$ cat src/rtl/flex_pkg.sv
// Shared definitions for the flex primary bus blocks: arbiter FSM states and
// the round-robin wrap helper.
`ifndef BB_ADDR_BUS_WIDTH
`define BB_ADDR_BUS_WIDTH 16
`endif
`ifndef BB_DATA_BUS_WIDTH
`define BB_DATA_BUS_WIDTH 16
`endif

package flex_pkg;

  typedef enum logic [1:0] {
    ST_IDLE    = 2'd0,
    ST_ACCESS  = 2'd1,
    ST_HOLD    = 2'd2,
    ST_RELEASE = 2'd3
  } flex_state_e;

  // Next requester index after idx, wrapping at n.
  function automatic int rr_next(input int idx, input int n);
    return (idx + 1 >= n) ? 0 : idx + 1;
  endfunction

endpackage

$ cat src/rtl/flex_rr_select.sv
// Combinational round-robin pick: first requester found searching upward from
// last+1 with wrap. valid is low when no request is present.
module flex_rr_select
  import flex_pkg::*;
#(
  parameter int N  = 2,
  parameter int GW = (N > 1) ? $clog2(N) : 1
) (
  input  logic [N-1:0]  req,
  input  logic [GW-1:0] last,
  output logic [GW-1:0] idx,
  output logic          valid
);

  always_comb begin
    logic [GW-1:0] cand;
    idx   = '0;
    valid = 1'b0;
    cand  = GW'(rr_next(int'(last), N));
    for (int k = 0; k < N; k++) begin
      if (!valid && req[cand]) begin
        idx   = cand;
        valid = 1'b1;
      end
      cand = GW'(rr_next(int'(cand), N));
    end
  end

endmodule

$ cat src/rtl/flex_arbiter.sv
// Round-robin arbiter sharing one flex primary bus among nr_masters requesters,
// holding each transfer until its owner releases it and timing out unmapped accesses.
module flex_arbiter
  import flex_pkg::*;
#(
  parameter int addr_bus_width = `BB_ADDR_BUS_WIDTH,
  parameter int data_bus_width = `BB_DATA_BUS_WIDTH,
  parameter int nr_masters     = 2,
  parameter int timeout_cycles = 255,
  localparam int GW = (nr_masters > 1) ? $clog2(nr_masters) : 1,
  localparam int CW = $clog2(timeout_cycles + 1)
) (
  input  logic                                 clock,
  input  logic                                 reset,
  input  logic [nr_masters*addr_bus_width-1:0] m_addr,
  input  logic [nr_masters*data_bus_width-1:0] m_data_w,
  input  logic [nr_masters-1:0]                m_addr_strobe,
  input  logic [nr_masters-1:0]                m_read_trg,
  input  logic [nr_masters-1:0]                m_write_trg,
  output logic [nr_masters-1:0]                m_dtack,
  output logic [nr_masters-1:0]                m_data_r_act,
  output logic [nr_masters-1:0]                m_timeout,
  output logic [data_bus_width-1:0]            m_data_r,
  output logic [addr_bus_width-1:0]            addr,
  output logic [data_bus_width-1:0]            data_w,
  output logic                                 addr_strobe,
  output logic                                 read_trg,
  output logic                                 write_trg,
  input  logic [data_bus_width-1:0]            data_r,
  input  logic                                 data_r_act,
  input  logic                                 dtack,
  output logic [GW-1:0]                        grant
);

  flex_state_e                 state_q, state_d;
  logic [GW-1:0]               grant_q, grant_d;
  logic [addr_bus_width-1:0]   addr_q, addr_d;
  logic [data_bus_width-1:0]   data_w_q, data_w_d;
  logic                        is_rd_q, is_rd_d;
  logic                        strobe_q, strobe_d;
  logic                        rd_trg_q, rd_trg_d;
  logic                        wr_trg_q, wr_trg_d;
  logic [CW-1:0]               cnt_q, cnt_d;
  logic [nr_masters-1:0]       m_dtack_q, m_dtack_d;
  logic [nr_masters-1:0]       m_act_q, m_act_d;
  logic [nr_masters-1:0]       m_to_q, m_to_d;
  logic [data_bus_width-1:0]   m_data_r_q, m_data_r_d;

  logic [nr_masters-1:0] req;
  logic [nr_masters-1:0] g_onehot;
  logic                  g_req;
  logic [GW-1:0]         sel_idx;
  logic                  sel_vld;

  assign req      = m_addr_strobe & (m_read_trg | m_write_trg);
  assign g_req    = req[grant_q];
  assign g_onehot = {{(nr_masters-1){1'b0}}, 1'b1} << grant_q;

  flex_rr_select #(.N(nr_masters), .GW(GW)) u_rr_select (
    .req   (req),
    .last  (grant_q),
    .idx   (sel_idx),
    .valid (sel_vld)
  );

  always_comb begin
    state_d    = state_q;
    grant_d    = grant_q;
    addr_d     = addr_q;
    data_w_d   = data_w_q;
    is_rd_d    = is_rd_q;
    strobe_d   = strobe_q;
    rd_trg_d   = rd_trg_q;
    wr_trg_d   = wr_trg_q;
    cnt_d      = cnt_q;
    m_dtack_d  = m_dtack_q;
    m_act_d    = m_act_q;
    m_to_d     = m_to_q;
    m_data_r_d = m_data_r_q;
    case (state_q)
      ST_IDLE: begin
        strobe_d = 1'b0;
        rd_trg_d = 1'b0;
        wr_trg_d = 1'b0;
        if (sel_vld) begin
          grant_d  = sel_idx;
          addr_d   = m_addr[int'(sel_idx)*addr_bus_width +: addr_bus_width];
          data_w_d = m_data_w[int'(sel_idx)*data_bus_width +: data_bus_width];
          is_rd_d  = m_read_trg[sel_idx];
          cnt_d    = '0;
          state_d  = ST_ACCESS;
        end
      end
      ST_ACCESS: begin
        strobe_d = 1'b1;
        rd_trg_d = is_rd_q;
        wr_trg_d = !is_rd_q;
        // A master that walks away mid-access is never acknowledged.
        if (!g_req) begin
          strobe_d = 1'b0;
          rd_trg_d = 1'b0;
          wr_trg_d = 1'b0;
          state_d  = ST_RELEASE;
        end else if (dtack) begin
          m_data_r_d = data_r;
          m_act_d    = data_r_act ? g_onehot : '0;
          m_dtack_d  = g_onehot;
          state_d    = ST_HOLD;
        end else if (cnt_q == CW'(timeout_cycles - 1)) begin
          m_dtack_d = g_onehot;
          m_to_d    = g_onehot;
          strobe_d  = 1'b0;
          rd_trg_d  = 1'b0;
          wr_trg_d  = 1'b0;
          state_d   = ST_HOLD;
        end else begin
          cnt_d = cnt_q + CW'(1);
        end
      end
      ST_HOLD: begin
        if (!g_req) begin
          m_dtack_d = '0;
          m_act_d   = '0;
          m_to_d    = '0;
          strobe_d  = 1'b0;
          rd_trg_d  = 1'b0;
          wr_trg_d  = 1'b0;
          state_d   = ST_RELEASE;
        end
      end
      ST_RELEASE: begin
        if (!dtack) state_d = ST_IDLE;
      end
      default: state_d = ST_IDLE;
    endcase
  end

  always_ff @(posedge clock) begin
    if (!reset) begin
      state_q    <= ST_IDLE;
      grant_q    <= GW'(nr_masters - 1);
      addr_q     <= '0;
      data_w_q   <= '0;
      is_rd_q    <= 1'b0;
      strobe_q   <= 1'b0;
      rd_trg_q   <= 1'b0;
      wr_trg_q   <= 1'b0;
      cnt_q      <= '0;
      m_dtack_q  <= '0;
      m_act_q    <= '0;
      m_to_q     <= '0;
      m_data_r_q <= '0;
    end else begin
      state_q    <= state_d;
      grant_q    <= grant_d;
      addr_q     <= addr_d;
      data_w_q   <= data_w_d;
      is_rd_q    <= is_rd_d;
      strobe_q   <= strobe_d;
      rd_trg_q   <= rd_trg_d;
      wr_trg_q   <= wr_trg_d;
      cnt_q      <= cnt_d;
      m_dtack_q  <= m_dtack_d;
      m_act_q    <= m_act_d;
      m_to_q     <= m_to_d;
      m_data_r_q <= m_data_r_d;
    end
  end

  assign m_dtack      = m_dtack_q;
  assign m_data_r_act = m_act_q;
  assign m_timeout    = m_to_q;
  assign m_data_r     = m_data_r_q;
  assign addr         = addr_q;
  assign data_w       = data_w_q;
  assign addr_strobe  = strobe_q;
  assign read_trg     = rd_trg_q;
  assign write_trg    = wr_trg_q;
  assign grant        = grant_q;

endmodule

$ cat config.mk
export PLATFORM = sky130hd
export DESIGN_NAME = flex_arbiter
export DESIGN_NICKNAME = d
export VERILOG_FILES = /design/src/rtl/flex_pkg.sv /design/src/rtl/flex_rr_select.sv /design/src/rtl/flex_arbiter.sv
export SDC_FILE = /design/constraint.sdc
export NUM_CORES = 1
export LEC_CHECK = 0
export BUFFER_PORTS_ARGS = -buffer_cell sky130_fd_sc_hd__buf_4
export CAP_MARGIN = 20
export CORE_MARGIN = 4
export CORE_UTILIZATION = 47
export DETAILED_ROUTE_END_ITERATION = 10
export GPL_ROUTABILITY_DRIVEN = 0
export PLACE_DENSITY = 0.8
export SYNTH_ARGS = -nofsm -noshare
export SYNTH_HDL_FRONTEND = slang
export SYNTH_SLANG_ARGS = --single-unit
$ cat constraint.sdc
create_clock -name clock -period 2.3 [get_ports clock]
set_input_delay 0.115 -clock clock [delete_from_list [all_inputs] [get_ports clock]]
set_output_delay 0.115 -clock clock [all_outputs]
set_load 0.01 [all_outputs]
* Word level (Yosys, flattened, before mapping)
Cells that the tools add are included.
** Storage, ports and cells
- Flip-flop bits (word level) :: 69
- Bits in latches :: 0
- RAM bits :: 0
- Memory bits (read-only) :: 0
- Output and inout bits :: 58
- Memories kept :: 0
** Operators by class
- Add/sub/neg operators :: 3
- Multiply operators :: 0
- Divide/modulo/power cells :: 0
- Magnitude comparators :: 6
- Eq/ne operators :: 14
- Shift-type cells :: 3
- Mux-type cells :: 51
- Bitwise logic cells :: 2
- Reduce and logical (&&, ||, !) cells :: 15
** Operator list (count)
- $shiftx A32 B6 Y16 :: 2
- $mux W8 :: 4
- $mux W2 :: 15
- $mux W1 :: 24
- $ne A2 B2 Y1 const B :: 8
- $pmux W8 S2 :: 1
- $pmux W2 S2 :: 3
- $reduce_and A4 Y1 :: 3
- $reduce_and A5 Y1 :: 2
- $pmux W1 S3 :: 3
- $add A8 B1 Y8 const B :: 1
- $eq A8 B8 Y1 const B :: 1
- $lt A1 B2 Y1 const B :: 4
- $pmux W2 S4 :: 1
- $add A1 B1 Y2 const B :: 2
- $eq A2 B2 Y1 const B :: 2
- $ge A2 B2 Y1 const B :: 2
- $ne A4 B4 Y1 const B :: 1
- $reduce_and A2 Y1 :: 2
- $reduce_bool A2 Y1 :: 2
- $ne A3 B3 Y1 const B :: 1
- $reduce_and A3 Y1 :: 1
- $reduce_bool A3 Y1 :: 1
- $and A2 B2 Y2 :: 1
- other kinds (6) :: 7

* Logic depth before layout (Yosys ltp)
Gate-level depths: netlist of the first run.
- Depth in word-level cells :: 12
- Mapped depth :: 8

* Modules after synthesis
A second synthesis of the first run with hierarchy kept.
** Second synthesis, totals
- Cell total of the unflattened synthesis :: 359
- Area total of the unflattened synthesis :: 3330.7 µm²
** By module, submodules not included
- flex_arbiter :: times used 1, cells an instance 357, area an instance 3316.9 µm², seq. area each 1381.3 µm²
- flex_rr_select :: times used 1, cells an instance 2, area an instance 13.8 µm², seq. area each 0.0 µm²

* Least setup slack after synthesis of the first run
OpenSTA, ideal clock, no wires.
- Kind :: flip-flop to flip-flop
- From :: register state_q[0]
- To :: register state_q[0]
- Library setup time :: 134 ps
- Data arrival time :: 1543 ps
- Required time :: 2166 ps
- Slack :: 622 ps
- Cell stages (with the launch flop) :: 8
- Buffers on the path :: 0
- Period minus slack after synthesis :: 1678 ps
- Cells stage by stage :: dfxtp_1 inv_1 ha_1 nand4b_1 o22ai_1 o211ai_2 a2111oi_2 a211oi_1
** On the way
- Cells in the longest elaborated chain, start to end :: 3
- Elaborated cells between the ends (all ways) :: 10
- Classes of those cells :: 7 x eq/ne; 1 x mux; 2 x reduce/logical
** RTL lines
- start, declared :: line flex_arbiter.sv:35 : flex_state_e state_q, state_d;
- start signal, assigned :: line flex_arbiter.sv:154 : state_q <= state_d;
- $eq A2 B1 Y1, or another cell as far along :: line flex_arbiter.sv:80 : case (state_q)
- $ne A4 B4 Y1 (no line) / $ne A2 B2 Y1 (equally long branches)
- $reduce_and A4 Y1 (no line)
Parallel ways exist; a longest one is shown, timed or not.
A chain may end at the register's enable or synchronous reset.

* Worst setup path in the final report of the first run
- From :: register state_q[1]
- To :: register state_q[0]
The elaborated chain is that of the path after synthesis.

==> results.py, run 1 <==
metrics = {
    "setup_path": {
        "cp_max_fo": 13,
        "crit_path_start_kind": "register",
        "ff2ff_path_depth": 7,
        "worstSetupEndpointType": "register",
        "critPathSlowestCell": "dfxtp_1",
        "slowest_delay_ps": 420,
        "crit_type": "register to register",
        "cp.arrival_ps": 2170,
        "crit_chain": "inv_1 > ha_1 > nor2b_1 > o22ai_1 > o211ai_2 > a2111oi_2 > a211oi_1",
        "critPathRequiredTime_ps": 2510,
    },
    "placement": {
        "port_buffers": 147,
        "placed_area_sq_um": 4350,
        "dp_hpwl_um": 6610,
    },
    "logic_synthesis": {
        "ys_warn_count": 0,
        "synthDistinctLibCells": 45,
        "synth_ff_type": "dfxtp_1",
        "async_flop_share": 0,
        "syn_inst": 355,
        "synth_compound_area_frac": 0.189,
        "synth_fa_ha_area_frac": 0.0309,
        "syn_avg_cell_area_sq_um": 9.12,
        "synth_nets": 453,
        "synthMuxAreaShare": 0.135,
        "yosys.area_share.simple": 0.163,
        "synthXorXnorAreaFrac": 0,
        "ys_seq_elements": 69,
        "synth_top_family_by_area": "compound AO/OA/AOI/OAI gates",
        "ys_seq_area_frac": 0.427,
        "synth-edff-count": 0,
        "syn_area_sq_um": 3240,
    },
    "clock_tree": {
        "ctsRootBufferMaster": "clkbuf_8",
        "htreeDepth": 3,
        "clk_pin_slew_ps": 70,
        "max-clock-path-buffers": 2,
        "cts_tree": "built",
        "cts_made_buffers": 9,
        "post_cts.repair.setup_buffers": 0,
        "cts_resized": 0,
        "clock_latency_ps": 330,
        "hold_buffers": 0,
        "cts.sinks": 69,
    },
    "cells_and_area": {
        "syn_to_final_growth_pct": 40.5,
        "final_layout_size_suffix_gt1_frac": 0.359,
        "antenna_cells": 0,
        "fin_area_sq_um": 4550,
        "nets": 593,
    },
    "routing": {
        "avgViaCountPerCell": 5.32,
        "drc": 0,
        "first_iter_violations": 82,
        "drtPass1Iterations": 4,
        "wl_um": 8430,
        "routed-via-count": 3064,
        "ant_nets": 0,
        "wl_per_cell_um": 14.6,
    },
    "timing": {
        "post-route-min-period_ps": 1960,
        "drv_slew": 0,
        "post-route-period-util": 0.853,
        "tightest_slew_ps": 609,
        "rsz0062_at_grt": "no",
        "finalSetupViolCount": 0,
        "fin_worst_skew_ps": 8.31,
        "setup_tns_ps": 0,
        "fmax_mhz": 510,
        "hold_violations": 0,
        "slew_headroom": 0.593,
    },
    "floorplanning": {
        "die_width_um": 91.0,
        "rows": 29,
        "start_util": 0.496,
        "coreArea_sq_um": 6530,
        "die_h_um": 91.0,
        "dieArea_sq_um": 8280,
        "ios": 148,
    },
    "global_routing": {
        "grt_pass1_wl_um": 13800,
        "grt_use_total": 0.203,
        "grt_max_degree": 41,
        "antenna_found_initial": 0,
        "grt_overflow_total": 0,
        "grt_pass1_vias": 3065,
    },
    "pwr": {
        "leakagePower_nw": 2.14,
        "power_density_nw_per_um2": 948,
        "ir_worst_vdd_uv": 437,
    },
    "worst_hold_path": {
        "hold_class": "input port to register",
        "hold_depth": 3,
    },
    "run": {
        "maxCapViolations": 0,
    },
    "outcome": {
        "outcome": "completed",
    },
}
path summary, 6_finish.rpt:
kind	start	end	slack, ps
max	state_q[1]	state_q[0]	340
min	data_r[12]	m_data_r[12]	30
max reg2reg	state_q[1]	state_q[0]	340
min reg2reg	m_data_r[11]	m_data_r[11]	460
where the power goes:
group | leakage (nW) | total (mW) | internal [mW] | switching [mW]
Sequential | 0.565 | 1.59 | 1.44 | 0.144
Combinational | 1.47 | 1.74 | 0.806 | 0.939
Clock | 0.101 | 0.984 | 0.550 | 0.434
Total | 2.14 | 4.31 | 2.80 | 1.52
state kept, by name, summed over array words and instances (netlist names):
signal	cells
m_data_r	16
m_data_r_act	2
addr	16
m_timeout	2
grant	1
is_rd_q	1
state_q	2
data_w	16
addr_strobe	1
m_dtack	2
cnt_q	8
write_trg	1
read_trg	1
layout by cell type, fill, tap and decap left out, types with 3 or more instances in the layout:
cell / n
buf_4: 149
dfxtp_1: 69
nand2_1: 51
nor2_1: 45
mux2i_1: 40
a211oi_1: 34
a21oi_1: 20
nand3_1: 11
clkbuf_8: 11
ha_1: 8
o21ai_0: 5
inv_1: 4
nor3_1: 4
nand4_1: 3
a22o_1: 3
cell families after synthesis:
group                    after synthesis
flip-flops                            69
AND/OR/NAND/NOR                      124
buffers and inverters                 28
multiplexers                          42
adder cells (fa/ha/maj)                8
AO/OA/AOI/OAI                         84
stage by stage:
stage / hold slack, ps / utilization / power (mW) / setup slack (ps) / instances
floorplan: 251 / - / 2.70 / 622 / 355
global placement: 362 / 0.666 / 3.30 / 453 / 561
detailed placement: 372 / 0.666 / 3.37 / 349 / 561
CTS: 2.62 / 0.697 / 4.36 / 340 / 576
global route: 7.22 / 0.697 / 4.61 / 132 / 576
finish: 26.4 / 0.697 / 4.31 / 338 / 576
worst max-delay path: cells and delay by family, from the launching register on:
kind / cells / cell delay [ps]
adders and majority gates: 1 / 360
and+or+nand+nor: 1 / 210
AOI/OAI and AO/OA: 4 / 750
DFF: 1 / 420
buffers and inverters: 1 / 110
metal layers:
layer	vias up	track usage	share of wire
met1	1374	0.236	0.40
met5	-	0	0
li1	1553	-	-
met4	0	0.0829	0.019
met2	126	0.342	0.49
met3	11	0.0719	0.091
final cells by class:
cell class | instances | area (sq um)
clock inverters | 4 | 47.5
repair buffers | 151 | 1160
flip-flops and latches | 69 | 1380
inverters | 6 | 22.5
multi-input cells | 258 | 1690
well taps | 77 | 96.3
clock buffers | 11 | 151
fillers | 533 | 1980
synth_stat cells, types with 3 or more instances:
cell      instances  area share
buf_12            3       0.019
buf_2             5      0.0077
ha_1              8       0.031
a21oi_1          20       0.031
a22o_1            3      0.0081
o21ai_0           5      0.0077
a211oi_1         34       0.079
nor2_1           45       0.052
nand3_1          11       0.017
inv_1             4      0.0046
nand2_1          51       0.059
nor3_1            4      0.0062
clkbuf_1         11       0.013
nand4_1           3      0.0058
dfxtp_1          69        0.43
mux2i_1          40        0.12
(Power assumes the default switching activity.)
==> run 2: changes to the inputs <==
Settings changed: REMOVE_ABC_BUFFERS set to 1.
==> run 2 against run 1 <==
Effect of this change:
- setup slack worse by 61 ps
- final area is 0.17% higher
- first-iteration DRC count is 79% higher
- highest routed layer unchanged
- core utilization is 0.11 points higher
- largest cell class unchanged
- maximum frequency is 3.0% lower
==> results.py, run 2 (synthesis results as in run 1) <==
metrics = {
    "timing": {
        "rsz0062_at_grt": "no",
        "fmax_mhz": 494,
        "hold_violations": 0,
        "post-route-min-period_ps": 2020,
        "fin_worst_skew_ps": 12.2,
        "tightest_slew_ps": 611,
        "setup_slack_ps": 278,
        "finalSetupViolCount": 0,
        "slew_headroom": 0.591,
        "drv_slew": 0,
        "post-route-period-util": 0.879,
        "whs_ps": 7.79,
    },
    "routing": {
        "wl_per_cell_um": 14.7,
        "drtPass1Iterations": 4,
        "routed-via-count": 3032,
        "wl_um": 8540,
        "avgViaCountPerCell": 5.24,
        "drc": 0,
        "first_iter_violations": 147,
        "ant_nets": 0,
    },
    "setup_path": {
        "cpLargestDelayFamily": "compound AO/OA/AOI/OAI gates",
        "cp.arrival_ps": 2220,
        "rrSetupSlack_ps": 280,
        "crit_path_start_kind": "register",
        "crit_type": "register to register",
        "timing.rr.start": "state_q[1]",
        "critPathRequiredTime_ps": 2490,
        "timing.rr.end": "state_q[0]",
        "cp_max_fo": 13,
        "critPathBufInv": 1,
        "ff2ff_path_depth": 7,
        "slowest_delay_ps": 430,
        "crit_chain": "inv_1 > ha_1 > nor2b_1 > o22ai_1 > o211ai_2 > a2111oi_2 > a211oi_1",
        "critPathSlowestCell": "dfxtp_1",
        "worstSetupEndpointType": "register",
    },
    "run": {
        "maxCapViolations": 0,
    },
    "worst_hold_path": {
        "min-delay-start": "data_r[15]",
        "hold_class": "input port to register",
        "hold_depth": 3,
        "hold_path_end": "m_data_r[15]",
    },
    "global_routing": {
        "grt_pass1_vias": 2965,
        "grt_pass1_wl_um": 13900,
        "grt_max_degree": 53,
        "grt_use_total": 0.206,
        "antenna_found_initial": 0,
        "grt_overflow_total": 0,
    },
    "clock_tree": {
        "max-clock-path-buffers": 2,
        "clk_pin_slew_ps": 80,
        "cts_made_buffers": 9,
        "cts_resized": 0,
        "post_cts.repair.setup_buffers": 0,
        "cts_tree": "built",
        "htreeDepth": 3,
        "clock_latency_ps": 350,
        "ctsRootBufferMaster": "clkbuf_8",
        "cts.sinks": 69,
    },
    "floorplanning": {
        "rows": 29,
        "die_h_um": 91.0,
        "coreArea_sq_um": 6530,
        "die_width_um": 91.0,
        "ios": 148,
        "start_util": 0.496,
        "dieArea_sq_um": 8280,
    },
    "pwr": {
        "ir_worst_vdd_uv": 593,
        "leakagePower_nw": 2.14,
        "power_density_nw_per_um2": 934,
    },
    "placement": {
        "dp_hpwl_um": 6750,
        "pre_cts_ws_ps": 292,
        "port_buffers": 147,
    },
    "cells_and_area": {
        "final_cell_mix": "149 x buf_4, 69 x dfxtp_1, 51 x nand2_1",
        "layout_commonest_cell": "buf_4",
        "nets": 595,
        "antenna_cells": 0,
        "syn_to_final_growth_pct": 40.8,
        "final_layout_size_suffix_gt1_frac": 0.359,
    },
    "outcome": {
        "outcome": "completed",
    },
}
run 2: timing repair:
action,in CTS,in global routing
hold buffers,2,0
setup endpoints to repair,0,0
endpoints found under the hold margin,2,0
run 2: final cells by class:
type	count	area, sq um
Clock buffer	11	151
Clock inverter	5	35.0
Fill cell	532	1970
Inverter	6	22.5
Multi-Input combinational cell	258	1690
Sequential cell	69	1380
Tap cell	77	96.3
Timing Repair Buffer	153	1180
run 2: routing by layer:
layer  GRT usage  share of wire  up-vias
met2       0.354           0.50      120
met5           0              0        -
met3      0.0868           0.10       13
met4      0.0716          0.015        0
li1            -              -     1557
met1       0.228           0.38     1342
run 2: per-stage QoR:
stage | util | instance area, sq um | cells | power (mW) | TNS [ps]
4_1_cts | 0.698 | 4560 | 579 | 4.29 | 0
3_5_place_dp | 0.666 | 4350 | 561 | 3.39 | 0
2_1_floorplan | - | 3080 | 333 | 2.64 | -4880
5_1_grt | 0.698 | 4560 | 579 | 4.57 | 0
6_report | 0.698 | 4560 | 579 | 4.26 | 0
3_3_place_gp | 0.666 | 4350 | 561 | 3.32 | 0
run 2: worst reg2reg max path, stage by stage (launching register included):
cell and delay (ps):
dfxtp_1 430, inv_1 120, ha_1 350, nor2b_1 200, o22ai_1 170, o211ai_2 140
a2111oi_2 370, a211oi_1 110
run 2: worst max-delay path by stage:
stage	from	slack, ps	to	cells after the start
after floorplan	state_q[0]	-140	grant	6
after global placement	state_q[1]	450	state_q[0]	7
after detailed placement	state_q[1]	290	state_q[0]	7
after CTS	state_q[1]	280	state_q[0]	7
after global routing	state_q[1]	100	state_q[0]	7
final	state_q[1]	280	state_q[0]	7
run 2: power by group:
part	switching [mW]	internal, mW
Clock	0.454	0.449
Sequential	0.146	1.44
Combinational	0.936	0.829
Total	1.54	2.72
==> run 3: changes to the inputs <==
Settings changed: BUFFER_PORTS_ARGS -buffer_cell sky130_fd_sc_hd__buf_4 to unset, CORE_UTILIZATION 47 to 55, DONT_BUFFER_PORTS set to 1, PLACE_DENSITY 0.8 to 0.7.
==> run 3 against run 2 <==
Effect of this change:
- core utilization shrank 4.5 points
- setup slack gained 96 ps
- clock skew shrank 2.5 ps
- clock power grew 18%
- via count shrank 16%
- register-to-register slack gained 96 ps
- critical path depth is the same
- non-clock buffer count shrank 128
- first-iteration DRC count shrank 10%
- power shrank 6.5%
- sequential share of layout area grew 7.4 points
==> results.py, run 3 (synthesis results as in run 1) <==
metrics = {
    "outcome": {
        "outcome": "completed",
    },
    "clock_tree": {
        "clock_latency_ps": 340,
        "max-clock-path-buffers": 2,
        "clk_pin_slew_ps": 70,
        "cts.sinks": 69,
        "post_cts.repair.setup_buffers": 0,
        "ctsRootBufferMaster": "clkbuf_8",
        "htreeDepth": 3,
        "cts_tree": "built",
        "cts_made_buffers": 9,
    },
    "cells_and_area": {
        "layout_commonest_cell": "dfxtp_1",
        "antenna_cells": 0,
        "nets": 467,
        "utilization": 0.653,
        "final_cell_mix": "69 x dfxtp_1, 51 x nand2_1, 45 x nor2_1",
        "fin_area_sq_um": 3660,
        "num-fill-cells": 470,
        "syn_to_final_growth_pct": 13.1,
        "final_layout_size_suffix_gt1_frac": 0.0882,
    },
    "setup_path": {
        "timing.rr.start": "state_q[1]",
        "slowest_delay_ps": 410,
        "critPathBufInv": 1,
        "rrSetupSlack_ps": 370,
        "cpLargestDelayFamily": "compound AO/OA/AOI/OAI gates",
        "crit_type": "register to register",
        "cp.arrival_ps": 2140,
        "critPathSlowestCell": "dfxtp_1",
        "cp_max_fo": 13,
        "critPathRequiredTime_ps": 2510,
        "ff2ff_path_depth": 7,
        "crit_path_start_kind": "register",
        "worstSetupEndpointType": "register",
        "timing.rr.end": "state_q[0]",
        "crit_chain": "inv_1 > ha_1 > nor2b_1 > o22ai_1 > o211ai_2 > a2111oi_2 > a211oi_1",
    },
    "placement": {
        "port_buffers": 0,
        "placed_area_sq_um": 3250,
        "dp_hpwl_um": 5150,
        "pre_cts_ws_ps": 372,
    },
    "timing": {
        "hold_violations": 0,
        "rsz0062_at_grt": "no",
        "fin_worst_skew_ps": 9.74,
        "slew_headroom": 0.606,
        "post-route-period-util": 0.838,
        "setup_tns_ps": 0,
        "setup_slack_ps": 373,
        "post-route-min-period_ps": 1930,
        "finalSetupViolCount": 0,
        "drv_slew": 0,
        "tightest_slew_ps": 590,
        "fmax_mhz": 519,
    },
    "pwr": {
        "p_switching_mw": 1.43,
        "p_total_mw": 3.98,
        "pwr-share-seq": 0.435,
        "intPower_mw": 2.55,
        "power_density_nw_per_um2": 1090,
        "pwr-share-comb": 0.297,
        "pwr-share-clk": 0.268,
        "sw_frac_of_total": 0.358,
        "leakagePower_nw": 1.49,
        "ir_worst_vdd_uv": 711,
    },
    "floorplanning": {
        "dieArea_sq_um": 7180,
        "die_width_um": 84.7,
        "die_h_um": 84.7,
        "rows": 27,
        "coreArea_sq_um": 5610,
        "ios": 148,
        "start_util": 0.577,
    },
    "run": {
        "maxCapViolations": 0,
    },
    "worst_hold_path": {
        "hold_class": "input port to register",
        "min-delay-start": "m_addr[22]",
        "hold_path_end": "addr[6]",
        "hold_depth": 2,
    },
    "routing": {
        "routed-via-count": 2542,
        "drc": 0,
        "wl_per_cell_um": 16.4,
        "first_iter_violations": 132,
        "avgViaCountPerCell": 5.70,
        "drtPass1Iterations": 4,
        "ant_nets": 0,
        "wl_um": 7320,
    },
    "global_routing": {
        "grt_use_total": 0.204,
        "grt_max_degree": 69,
        "grt_pass1_vias": 2423,
        "grt_overflow_total": 0,
        "grt_pass1_wl_um": 11800,
        "antenna_found_initial": 0,
    },
}
-- run 3: worst reg2reg max path, delay by kind of cell, from the launching register on --
family          cells  cell delay, ps
buf+inv             1             100
simple gates        1             200
fa+ha+maj           1             340
compound gates      4             760
flops               1             410
-- run 3: final cells by class --
cell class	count	area, sq um	area share
clock buffer	10	128	0.0348
clock inverter	6	86.3	0.0236
inverter	6	22.5	0.00615
multi-input combinational	258	1690	0.462
sequential	69	1380	0.377
tap	72	90.1	0.0246
timing repair buffer	25	263	0.0717
-- run 3: power by group through the flow --
stage	sequential, mW	combinational [mW]	clock [mW]
2_1_floorplan	1.70	0.939	0
3_3_place_gp	1.76	1.13	0
3_5_place_dp	1.76	1.17	0
4_1_cts	1.74	1.19	1.09
5_1_grt	1.77	1.35	1.15
6_report	1.73	1.18	1.07
-- run 3: timing repair --
| action | in CTS | in global routing |
|---|---|---|
| hold buffers | 19 | 1 |
| endpoints found under the hold margin | 27 | 1 |
| resized for setup | 0 | 0 |
-- run 3: metrics by stage --
stage / instances / hold slack [ps]
final: 446 / 9.40
after global routing: 446 / 2.53
after CTS: 445 / 2.69
after detailed placement: 410 / 188
after global placement: 410 / 184
after floorplan: 333 / 177
-- run 3: how the worst max path moves through the flow --
stage / startpoint / endpoint / slack (ps) / cells past startpoint
after floorplan: state_q[0] / grant / -140 / 6
after global placement: state_q[1] / state_q[0] / 460 / 7
after detailed placement: state_q[1] / state_q[0] / 370 / 7
after CTS: state_q[1] / state_q[0] / 370 / 7
after global routing: state_q[1] / state_q[0] / 190 / 7
final: state_q[1] / state_q[0] / 370 / 7
-- run 3: metal layers --
layer | global-route usage | vias to the layer above | part of all wire
met3 | 0.0903 | 12 | 0.11
met4 | 0.0676 | 0 | 0.014
met1 | 0.233 | 1118 | 0.40
met2 | 0.339 | 115 | 0.47
li1 | - | 1297 | -
met5 | 0 | - | 0
